==> src/rtl/mu0_mem_arbiter.sv <==
// Round-robin arbiter sharing one synchronous single-port RAM between the MU0 CPU
// and the ackie debug port; fixed IDLE/ISSUE/CAPTURE/ACK access sequence.
module mu0_mem_arbiter #(
    parameter int ADDR_W = 12,
    parameter int DATA_W = 16
) (
    input  logic              clk,
    input  logic              rst,
    input  logic              cpu_req,
    input  logic              cpu_wen,
    input  logic [ADDR_W-1:0] cpu_addr,
    input  logic [DATA_W-1:0] cpu_wdata,
    output logic              cpu_ack,
    output logic [DATA_W-1:0] cpu_rdata,
    input  logic              dbg_req,
    input  logic              dbg_wen,
    input  logic [ADDR_W-1:0] dbg_addr,
    input  logic [DATA_W-1:0] dbg_wdata,
    output logic              dbg_ack,
    output logic [DATA_W-1:0] dbg_rdata,
    output logic              ram_en,
    output logic              ram_wen,
    output logic [ADDR_W-1:0] ram_addr,
    output logic [DATA_W-1:0] ram_wdata,
    input  logic [DATA_W-1:0] ram_rdata,
    output logic              busy,
    output logic              owner
);

    typedef enum logic [1:0] {
        IDLE,
        ISSUE,
        CAPTURE,
        ACK
    } state_t;

    state_t state, state_nx;
    logic   grant;
    logic   grant_dbg;
    logic   ram_wen_q;

    always_comb begin
        grant     = cpu_req | dbg_req;
        // On contention the port that did not hold the last grant wins
        grant_dbg = dbg_req & (~cpu_req | ~owner);
        state_nx  = state;
        unique case (state)
            IDLE:    if (grant) state_nx = ISSUE;
            ISSUE:   state_nx = CAPTURE;
            CAPTURE: state_nx = ACK;
            ACK:     state_nx = IDLE;
        endcase
    end

    always_ff @(posedge clk) begin
        if (rst) begin
            state     <= IDLE;
            owner     <= 1'b1;
            ram_en    <= 1'b0;
            ram_wen   <= 1'b0;
            ram_wen_q <= 1'b0;
            ram_addr  <= '0;
            ram_wdata <= '0;
            cpu_ack   <= 1'b0;
            dbg_ack   <= 1'b0;
            cpu_rdata <= '0;
            dbg_rdata <= '0;
            busy      <= 1'b0;
        end else begin
            state   <= state_nx;
            busy    <= (state_nx != IDLE);
            ram_en  <= (state == IDLE) && grant;
            ram_wen <= (state == IDLE) && grant && (grant_dbg ? dbg_wen : cpu_wen);
            cpu_ack <= (state == CAPTURE) && !owner;
            dbg_ack <= (state == CAPTURE) && owner;

            if (state == IDLE && grant) begin
                owner     <= grant_dbg;
                ram_wen_q <= grant_dbg ? dbg_wen   : cpu_wen;
                ram_addr  <= grant_dbg ? dbg_addr  : cpu_addr;
                ram_wdata <= grant_dbg ? dbg_wdata : cpu_wdata;
            end

            if (state == CAPTURE && !ram_wen_q) begin
                if (owner) dbg_rdata <= ram_rdata;
                else       cpu_rdata <= ram_rdata;
            end
        end
    end

endmodule

==> config.mk <==
export PLATFORM = sky130hd
export DESIGN_NAME = mu0_mem_arbiter
export DESIGN_NICKNAME = d
export VERILOG_FILES = /design/src/rtl/mu0_mem_arbiter.sv
export SDC_FILE = /design/constraint.sdc
export NUM_CORES = 1
export LEC_CHECK = 0
export CAP_MARGIN = 10
export CORE_MARGIN = 5
export CORE_UTILIZATION = 36
export CTS_CLUSTER_DIAMETER = 120
export DETAILED_ROUTE_END_ITERATION = 10
export GPL_ROUTABILITY_DRIVEN = 0
export MAX_ROUTING_LAYER = met4
export PLACE_DENSITY = 0.8
export SYNTH_ARGS = -nofsm -noshare
export SYNTH_HDL_FRONTEND = slang
export SYNTH_SLANG_ARGS = --single-unit
==> constraint.sdc <==
create_clock -name clk -period 1.4 [get_ports clk]
set_input_delay 0.14 -clock clk [delete_from_list [all_inputs] [get_ports clk]]
set_output_delay 0.14 -clock clk [all_outputs]
set_load 0.01 [all_outputs]
# ---- Yosys cells after proc, flatten, opt, wreduce, memory -nomap -nowiden
# Index checks and enable logic that the tools add are counted.
dict set report totals {
  ff_bits 69
  latch_bits 0
  ram_bits 0
  rom_bits 0
  output_inout_bits 66
  elab_cells 36
  mem_count 0
}
dict set report classes {
  n_addsub 0
  n_mul 0
  div_mod_pow 0
  magnitude_cmp 0
  n_eq_ne 3
  n_shift 0
  mux 5
  bitwise_logic 5
  n_reduce_logical 11
}
# cell n
set ops {}
lappend ops {{$mux W16} 1}
lappend ops {{$mux W12} 1}
lappend ops {{$pmux W2 S4} 1}
lappend ops {{$logic_and A1 B1 Y1} 5}
lappend ops {{$eq A2 B2 Y1 const B} 2}
lappend ops {{$reduce_and A2 Y1} 2}
lappend ops {{$eq A2 B1 Y1 const B} 1}
lappend ops {{$logic_not A1 Y1} 2}
lappend ops {{$logic_not A2 Y1} 1}
lappend ops {{$mux W2} 1}
lappend ops {{$not A1 Y1} 2}
lappend ops {{$or A1 B1 Y1} 2}
lappend ops {{$reduce_bool A2 Y1} 1}
lappend ops {{$and A1 B1 Y1} 1}
lappend ops {{$mux W1} 1}

# ---- Logic depth before layout (Yosys ltp)
# Gate-level depths: netlist (run 1).
dict set report depth {
  word_depth 5
  mapped_depth 7
  depth_no_buf 5
}

# ---- Worst setup path after synthesis (run 1)
# OpenSTA, ideal clock, no wires.
dict set report synth_timing {
  kind {reg2reg}
  startpoint {register state[0]}
  endpoint {register cpu_rdata[14]}
  setup_time_ns 0.132
  t_arrival_ns 1.288
  required_time_ns 1.268
  path_slack_ns -0.021
  path_stages_with_launch 8
  path_buffers 2
  period_less_slack_ns 1.421
  cell_sequence {dfxtp_1 inv_1 ha_1 or3b_1 buf_2 buf_6 nand2_1 a21oi_1}
}
dict set report synth_between {
  elab_chain_cells 3
}
# element line_no
set synth_lines {}
lappend synth_lines {{from (decl)} 37} ;# state_t state, state_nx;
lappend synth_lines {{from (signal assigned)} 70} ;# state <= state_nx;
lappend synth_lines {{$eq A2 B2 Y1} 84} ;# if (state == CAPTURE && !ram_wen_q) begin
lappend synth_lines {{$logic_and A1 B1 Y1} 84}
lappend synth_lines {{$reduce_and A2 Y1 (no source line)} n/a}
lappend synth_lines {{to (signal assigned)} 86} ;# else cpu_rdata <= ram_rdata;
lappend synth_lines {{to (decl)} 14} ;# output logic [DATA_W-1:0] cpu_rdata,
# Every way passes these cells.
# A chain may end at the register's enable or synchronous reset.

# ---- Worst setup path after layout (run 1)
dict set report layout_timing {
  startpoint {register state[0]}
  endpoint {register cpu_rdata[12]}
}
# Same word-level chain as after synthesis.

==> metrics, run 1 <==
CP endpoint kind=register; sw frac=around a third; DRT Pass-1 Iters=6; CTS sink cnt=69; Yosys cell types=26; CP delay by family, top=simple AND/OR/NAND/NOR gates; I/O pin total=about 140; vias=between 2000 and 3000; die area=9611 um^2; Mapped Cells=332; Setup TNS=0 ns; NumNets Final=about 560; Critical Path RT=1.60 ns; Final Hold Vio Count=0; initial antenna violation count=0; CTS Root Cell=clkbuf_8; crit path max fanout=16; Final WS setup=around 0.018 ns; Chip Width=98.04 um; fin. max-slew vios=0; Critical path buffers and inverters=2; switching power of the nets=2.803 mW; Synth area leader=dfxtp_1; DRC Markers=0; Finished Cell Area=roughly 4800 um^2; Ys Warns=0; worst-skew pair later-pin latency=0.33 ns; fin crit share=98.69%; Total Wirelength=just under 9000 um; CP Class=register to register; I/O Buffers=143; core area=7647 um^2; TritonCTS clock tree=built; clock buffer depth=2; status=complete, no violations; worst path arrival time=1.58 ns; global-route wire length before repair=13940 um; final antenna-violating net count=0; post-synthesis register bit count=69; vias per cell=4.896; num rows=32; Post-Syn Area=2790 um^2; Die Ht=98.04 um; share of power burned in registers=33.6%; Total GRT Usage=18.16%; Peak VDD IR=0.0008515 V; clock skew=0.008731 ns; Min Hold Slack=0.2266 ns; sequential share of the synthesized area=49.51%; Detailed Place HPWL=6441 um; Post-Synth Adder-Cell Area=approximately 1.3%; clock-pin slew on the worst setup and hold paths=around 0.08 ns; RSZ-0062 raised after global routing=yes; Cell Area, Placed=4454 um^2; clock power share=22.4%; final setup vio count=0; cells along the critical path=inv_4, ha_4, or3b_4, buf_12, nand2_2, a21oi_2; Initial Utilization=36.49%; vias in the first global route=2947; critical path's slowest cell=or3b_4; DR iter-0 viols=94; Inserted Diodes=0; Inserted Clock Buffers=9; Fmax=0.7237 GHz; ratio of cells with drive above 1 in the final layout=approximately 16%; mux cell area share after synthesis=less than 1%; average size of a mapped cell=roughly 8.4 um^2; H-tree Lvls=3; GR Overflow Total=0; worst-margin pin slew=0.4660 ns; Synth area leaders=dfxtp_1 50%, nand2_1 12%, a21oi_1 11%; post-synthesis compound-gate area fraction=24.39%; Setup WS pre-CTS=-0.1730 ns; CP startpoint kind=register; Critical Path Max Stage Delay=0.39 ns; xor-xnor portion of the synthesized cell area=0%; post-synth top area share=49.51%; leakage power figure=2.296 nW; Worst Hold Class=input pin to register; pwr/cell area=1674 nW/um^2; total nets after synthesis=413; Comb power frac=44.0%; fin crit period=1.382 ns; main combinational cell family by area after synthesis=compound AO/OA/AOI/OAI gates; Slew headroom=68.93%; max-cap violations=0; largest net degree at the start of global routing=21; Post-Synth Simple-Gate Area=about a fifth; synthesis-to-layout area growth=73.32%; WL/cell=14.88 um; internal power=5.293 mW
[cells in the final DEF, fill, tap and decap left out, types with 2 or more instances in the layout]
cell	instances
a211oi_1	9
a211oi_2	20
a21oi_1	61
buf_12	7
buf_4	14
bufinv_16	2
clkbuf_8	9
clkdlybuf4s50_1	107
clkinv_4	2
dfxtp_1	66
dfxtp_2	3
dlygate4sd2_1	3
dlymetal6s2s_1	32
ha_4	2
nand2_1	89
nand2_2	3
nor2_1	32
o21ai_2	2
[routing by layer]
metal  routed length [um]  global-route usage, %
met5                    0                      -
met4                  123                  5.644
met3                  596                  4.643
met2                 4459                  30.99
met1                 3585                  20.88
[kinds of logic after synthesis]
family | Yosys count
and+or+nand+nor | 133
AOI/OAI and AO/OA | 97
DFF | 69
buffers and inverters | 29
adders and majority gates | 3
muxes | 1
[what timing repair did]
action                                  CTS  global route
pin swaps                                 0             1
buffers inserted                          0             1
endpoints found under the setup margin   63            79
hold buffers                              0             0
gates resized for setup                   9            47
[state kept, by name, summed over array words and instances (netlist names)]
register	cells
cpu_ack	1
dbg_ack	1
ram_addr	12
ram_wdata	16
owner	1
busy	1
ram_wen	1
dbg_rdata	16
cpu_rdata	16
state	2
ram_wen_q	1
ram_en	1
[cells in the mapped netlist]
cell,n
buf_6,1
nor3b_1,1
nand3b_1,1
mux2i_1,1
and3b_1,2
a211oi_1,9
clkbuf_1,14
or3b_1,1
buf_2,7
a31oi_1,1
a21bo_1,1
nor3b_2,1
nand2_1,92
a21boi_4,1
dfxtp_1,69
nor3_1,1
buf_4,4
nor2_1,32
ha_1,3
inv_1,3
a211oi_2,20
o21a_1,1
o21ai_1,2
or4b_1,1
or2_2,1
a21oi_1,62
[cell type report]
class                           count  area, um^2
Fill cell                         661        2811
Timing Repair Buffer              165        1759
Sequential cell                    69        1385
Multi-Input combinational cell    234        1328
Tap cell                          102       127.6
Clock buffer                        9       123.9
Clock inverter                      7       98.84
Inverter                            3       13.76
[power groups by stage]
stage / logic [mW] / registers (mW) / clock network [mW]
finish: 3.57 / 2.72 / 1.81
global route: 3.88 / 2.78 / 1.96
CTS: 3.55 / 2.71 / 1.87
detailed placement: 3.51 / 2.75 / 0
global placement: 3.42 / 2.73 / 0
floorplan: 1.56 / 2.93 / 0
[through the flow]
stage / util, % / instances / total power [mW]
floorplan: - / 332 / 4.482
finish: 63.24 / 589 / 8.096
global placement: 58.25 / 572 / 6.145
CTS: 61.37 / 588 / 8.133
detailed placement: 58.25 / 572 / 6.265
global route: 63.24 / 589 / 8.617
[final timing paths]
| path | startpoint | cells after the start | endpoint | slack [ns] |
|---|---|---|---|---|
| hold reg to reg | dbg_rdata[13] | 2 | dbg_rdata[13] | 0.46 |
| hold / removal | rst | 2 | state[1] | 0.23 |
| setup / recovery | state[0] | 6 | cpu_rdata[12] | 0.02 |
| setup reg to reg | state[0] | 6 | cpu_rdata[12] | 0.02 |
(Power assumes the default switching activity.)
==> run 2, diff against run 1 <==
--- a/config.mk
+++ b/config.mk
@@ -6,6 +6,7 @@
 export NUM_CORES = 1
 export LEC_CHECK = 0
 export CAP_MARGIN = 10
+export CORE_ASPECT_RATIO = 2
 export CORE_MARGIN = 5
 export CORE_UTILIZATION = 36
 export CTS_CLUSTER_DIAMETER = 120
==> run 2 against run 1 <==
Effect of this change:
- the flow now finishes with violations (negative setup slack)
- worst setup slack got worse by 0.038 ns
- power increased by 2.4%
- final area decreased by 1.9%
- fmax down 2.7%
- die area grew 1.1%
- via count rose by 0.17%
- global-route usage is 0.73 points higher
- wire length grew 3.0%
==> metrics, run 2 (same netlist as run 1, synthesis figures left out) <==
Chip Width=72.25 um (-26%); final setup vio count=1 (+1); Fmax=0.7043 GHz (-2.7%); clock buffer depth=2 (unchanged); CP endpoint kind=register; num rows=45 (+41%); ratio of cells with drive above 1 in the final layout=13.66% (-2.6 points); vias in the first global route=3035 (+3.0%); Inserted Diodes=0 (unchanged); biggest regs=cpu_rdata x16, dbg_rdata x16, ram_wdata x16; Critical Path RT=1.60 ns (about the same); clock-pin slew on the worst setup and hold paths=0.05 ns (-0.03 ns); I/O pin total=144 (unchanged); fin crit share=101.4% (+2.7 points); Slew headroom=70.11% (+1.2 points); pwr/cell area=1749 nW/um^2 (+4.4%); NumNets Final=560 (-0.53%); Core Util, Final=62.40% (-0.83 points); leading cell type in the layout, fill and taps excluded=clkdlybuf4s50_1; CTS sink cnt=69 (unchanged); Total Wirelength=9027 um (+3.0%); Final WS setup=-0.01986 ns (-0.03814 ns); Detailed Place HPWL=6717 um (+4.3%); largest net degree at the start of global routing=32 (+52%); CTS Root Cell=clkbuf_16; WL/cell=15.64 um (+5.1%); GR Overflow Total=0 (unchanged); violated checks=negative setup slack; final antenna-violating net count=0 (unchanged); leakage power figure=1.811 nW (-21%); synthesis-to-layout area growth=70.00%; vias per cell=5.007 (+2.3%); core area=7601 um^2 (-0.61%); vias=2889 (+0.17%); H-tree Lvls=3 (unchanged); Total GRT Usage=18.89% (+0.73 points); crit path max fanout=8 (-8); Power Total=8.294 mW (+2.4%); fin. max-slew vios=0 (unchanged); Final Hold Vio Count=0 (unchanged); TritonCTS clock tree=built; worst path arrival time=1.62 ns (+0.04 ns); CP Class=register to register; commonest cells after routing, fill and taps aside=138 x clkdlybuf4s50_1, 91 x nand2_1, 66 x dfxtp_1, 62 x a21oi_1, 32 x nor2_1; max-cap violations=0 (unchanged); initial antenna violation count=0 (unchanged); CP startpoint kind=register; Peak VDD IR=0.001246 V (+46%); fin crit period=1.420 ns (+0.03814 ns); status=finished with violations; Die Ht=134.5 um (+37%); global-route wire length before repair=14020 um (+0.55%); worst-skew pair later-pin latency=0.32 ns (about the same); die area=9718 um^2 (+1.1%); Initial Utilization=36.71% (+0.22 points); Inserted Clock Buffers=9 (unchanged); DR iter-0 viols=133 (+41%); worst-margin pin slew=0.4484 ns (-0.01761 ns); DRC Markers=0 (unchanged); I/O Buffers=143 (unchanged); RSZ-0062 raised after global routing=yes; clock skew=0.004465 ns (-0.004266 ns); Worst Hold Class=input pin to register; DRT Pass-1 Iters=5 (-1)
run 2: worst paths after layout:
check	startpoint	end	slack (ns)	depth (start not counted)
setup / recovery	state[0]	cpu_rdata[7]	-0.02	6
hold / removal	rst	state[1]	0.24	2
setup reg to reg	state[0]	cpu_rdata[7]	-0.02	6
hold reg to reg	dbg_rdata[9]	dbg_rdata[9]	0.45	2
run 2: worst max-delay path, cell delays in order, from the launching register on:
cell,delay [ns]
dfxtp_2,0.33
inv_4,0.07
ha_4,0.15
or3b_4,0.41
buf_4,0.18
nand2_1,0.08
a21oi_1,0.08
run 2: power breakdown:
| group | internal, mW | switching [mW] |
|---|---|---|
| clock network | 1.23 | 0.753 |
| registers | 2.46 | 0.282 |
| logic | 1.86 | 1.71 |
| total | 5.55 | 2.75 |
run 2: layout make-up:
type                            count  area (um^2)
Clock inverter                      2        10.01
Fill cell                         643         2858
Timing Repair Buffer              162         1672
Sequential cell                    69         1385
Tap cell                           94        117.6
Inverter                            3        13.76
Multi-Input combinational cell    234         1295
Clock buffer                       13        250.2
run 2: metal layers:
layer / share of wire (%) / vias up / GRT usage (%)
met2: 58 / 116 / 35.84
li1: - / 1408 / -
met3: 5.4 / 17 / 3.726
met1: 33 / 1348 / 17.70
met5: 0 / - / -
met4: 3.0 / 0 / 7.950
run 2: timing repair:
item | 4_1_cts | 5_1_grt
buffers inserted | 0 | 1
gates resized for setup | 7 | 10
endpoints found under the setup margin | 29 | 47
gates cloned | 0 | 2
pin swaps | 0 | 2
hold buffers | 0 | 0
run 2: through the flow:
step | cells | instance area (um^2) | setup TNS [ns] | hold WS, ns | worst slack (ns)
6_report | 577 | 4743 | -0.01986 | 0.2362 | -0.01986
2_1_floorplan | 332 | 2795 | 0 | 0.2760 | 0.009644
3_5_place_dp | 559 | 4407 | -6.271 | 0.4459 | -0.1922
3_3_place_gp | 559 | 4407 | -4.205 | 0.4409 | -0.1743
4_1_cts | 574 | 4686 | 0 | 0.2343 | 0.01285
5_1_grt | 577 | 4743 | -0.5514 | 0.2731 | -0.07259
==> run 3, diff against run 2 <==
--- a/config.mk
+++ b/config.mk
@@ -8,12 +8,13 @@
 export CAP_MARGIN = 10
 export CORE_ASPECT_RATIO = 2
 export CORE_MARGIN = 5
-export CORE_UTILIZATION = 36
+export CORE_UTILIZATION = 35
 export CTS_CLUSTER_DIAMETER = 120
+export CTS_CLUSTER_SIZE = 8
 export DETAILED_ROUTE_END_ITERATION = 10
 export GPL_ROUTABILITY_DRIVEN = 0
 export MAX_ROUTING_LAYER = met4
-export PLACE_DENSITY = 0.8
+export PLACE_DENSITY = 0.78
 export SYNTH_ARGS = -nofsm -noshare
 export SYNTH_HDL_FRONTEND = slang
 export SYNTH_SLANG_ARGS = --single-unit
==> run 3 against run 2 <==
Effect of this change:
- critical path depth is 5 lower
- final cell count up 0.87%
- combinational power barely moved
- wire length fell by 1.2%
- final area is 2.4% higher
- worst setup slack better by 0.056 ns
- clock skew shrank 0.00085 ns
- the run now ends clean
==> metrics, run 3 (same netlist as run 1, synthesis figures left out) <==
status=complete, no violations; leading cell type in the layout, fill and taps excluded=clkdlybuf4s50_1; Total GRT Usage=18.52% (-0.38 points); fill count=675 (+5.0%); CP endpoint kind=output port; Fmax=0.7330 GHz (+4.1%); Post-CTS Hold Fix Bufs=0 (unchanged); Setup TNS=0 ns (+0.01986 ns); GR Overflow Total=0 (unchanged); Initial Utilization=35.39% (-1.3 points); Critical Path RT=1.26 ns (-0.34 ns); CP Class=register to output port; final antenna-violating net count=0 (unchanged); worst-skew pair later-pin latency=0.32 ns (about the same); I/O Buffers=143 (unchanged); worst-margin pin slew=0.3756 ns (-0.07274 ns); TritonCTS clock tree=built; WL/cell=15.32 um (-2.1%); die area=9966 um^2 (+2.6%); max-cap violations=0 (unchanged); RSZ-0062 raised after global routing=yes; H-tree Lvls=3 (unchanged); crit path max fanout=2 (-6); Peak VDD IR=0.001136 V (-8.9%); DRT Pass-1 Iters=4 (-1); Power Total=8.645 mW (+4.2%); critical path's slowest cell=clkdlybuf4s50_1; cells along the critical path=clkdlybuf4s50_1; biggest regs=cpu_rdata x16, dbg_rdata x16, ram_wdata x16; fin crit share=97.44% (-4.0 points); Total Wirelength=8917 um (-1.2%); Min Hold Slack=0.2039 ns (-0.03230 ns); global-route wire length before repair=13880 um (-1.0%); clock-pin slew on the worst setup and hold paths=0.05 ns (about the same); final setup vio count=0 (-1); CTS sink cnt=69 (unchanged); initial antenna violation count=0 (unchanged); Critical Path Max Stage Delay=0.55 ns (+0.14 ns); pwr/cell area=1780 nW/um^2 (+1.8%); num rows=46 (+2.2%); ratio of cells with drive above 1 in the final layout=16.46% (+2.8 points); Final Hold Vio Count=0 (unchanged); NumNets Final=562 (+0.36%); Die Ht=136.3 um (+1.3%); fin crit period=1.364 ns (-0.05564 ns); DRC Markers=0 (unchanged); vias per cell=4.902 (-2.1%); Inserted Clock Buffers=9 (unchanged); vias in the first global route=2956 (-2.6%); Detailed Place HPWL=6832 um (+1.7%); DR iter-0 viols=75 (-44%); Chip Width=73.14 um (+1.2%); fin. max-slew vios=0 (unchanged); worst path arrival time=1.22 ns (-0.40 ns); clock skew=0.003615 ns (-0.0008505 ns); commonest cells after routing, fill and taps aside=135 x clkdlybuf4s50_1, 85 x nand2_1, 66 x dfxtp_1, 62 x a21oi_1, 32 x nor2_1; CTS Root Cell=clkbuf_16; largest net degree at the start of global routing=29 (-9.4%); CP delay by family, top=buffers and inverters; Critical path buffers and inverters=1 (-1); Worst Hold Class=input pin to register; leakage power figure=1.894 nW (+4.6%); I/O pin total=144 (unchanged); synthesis-to-layout area growth=74.08%; clock buffer depth=2 (unchanged); Slew headroom=74.96% (+4.8 points); CP startpoint kind=register; Inserted Diodes=0 (unchanged); vias=2853 (-1.2%); core area=7885 um^2 (+3.7%)
[run 3: cell types whose count changed in the layout (fill, tap and decap cells not counted), moves of 2 or more]
| cell | before | now |
|---|---|---|
| clkdlybuf4s50_1 | 138 | 135 |
| buf_4 | 11 | 13 |
| nand2_1 | 91 | 85 |
| dlymetal6s2s_1 | 3 | 6 |
| clkbuf_1 | 3 | 1 |
| clkbuf_8 | 1 | 3 |
| nand2_2 | 1 | 7 |
[run 3: power breakdown]
group	internal [mW]	total (mW)	switching (mW)
Clock	1.52	2.30	0.775
Sequential	2.47	2.75	0.289
Combinational	1.88	3.59	1.72
[run 3: area by class of cell]
| type | count | area [um^2] | area share (%) |
|---|---|---|---|
| clock buffers | 13 | 270.3 | 5.564 |
| clock inverters | 3 | 42.54 | 0.8758 |
| inverters | 3 | 13.76 | 0.2834 |
| multi-input cells | 234 | 1339 | 27.56 |
| flip-flops and latches | 69 | 1388 | 28.57 |
| well taps | 96 | 120.1 | 2.473 |
| repair buffers | 164 | 1684 | 34.67 |
[run 3: per-stage QoR]
stage / std cells / worst slack (ns) / area (um^2) / util (%)
finish: 582 / 0.03578 / 4857 / 61.60
CTS: 580 / 0.02378 / 4757 / 60.33
global route: 582 / -0.01715 / 4857 / 61.60
detailed placement: 564 / -0.2304 / 4432 / 56.20
global placement: 564 / -0.1279 / 4432 / 56.20
floorplan: 332 / 0.009644 / 2795 / -
[run 3: layer usage]
| layer | part of all wire [%] | wire length, um | global-route usage [%] | vias to the layer above |
|---|---|---|---|---|
| met2 | 57 | 5059 | 33.75 | 124 |
| met1 | 33 | 2957 | 17.92 | 1294 |
| met4 | 3.1 | 276 | 8.419 | 0 |
| li1 | - | - | - | 1415 |
| met3 | 7.0 | 624 | 4.145 | 20 |
| met5 | 0 | 0 | - | - |
[run 3: path summary, 6_finish.rpt]
kind	from	depth (start not counted)	slack, ns	end
setup / recovery	cpu_rdata[13]	1	0.04	cpu_rdata[13]
hold reg to reg	cpu_rdata[1]	2	0.45	cpu_rdata[1]
setup reg to reg	state[0]	6	0.04	cpu_rdata[13]
hold / removal	rst	2	0.20	state[1]
[run 3: repair_timing]
action                                  in CTS  in global routing
endpoints found under the setup margin      18                 56
pin swaps                                    0                  5
buffers inserted                             0                  1
gates cloned                                 0                  1
gates resized for setup                      6                 28
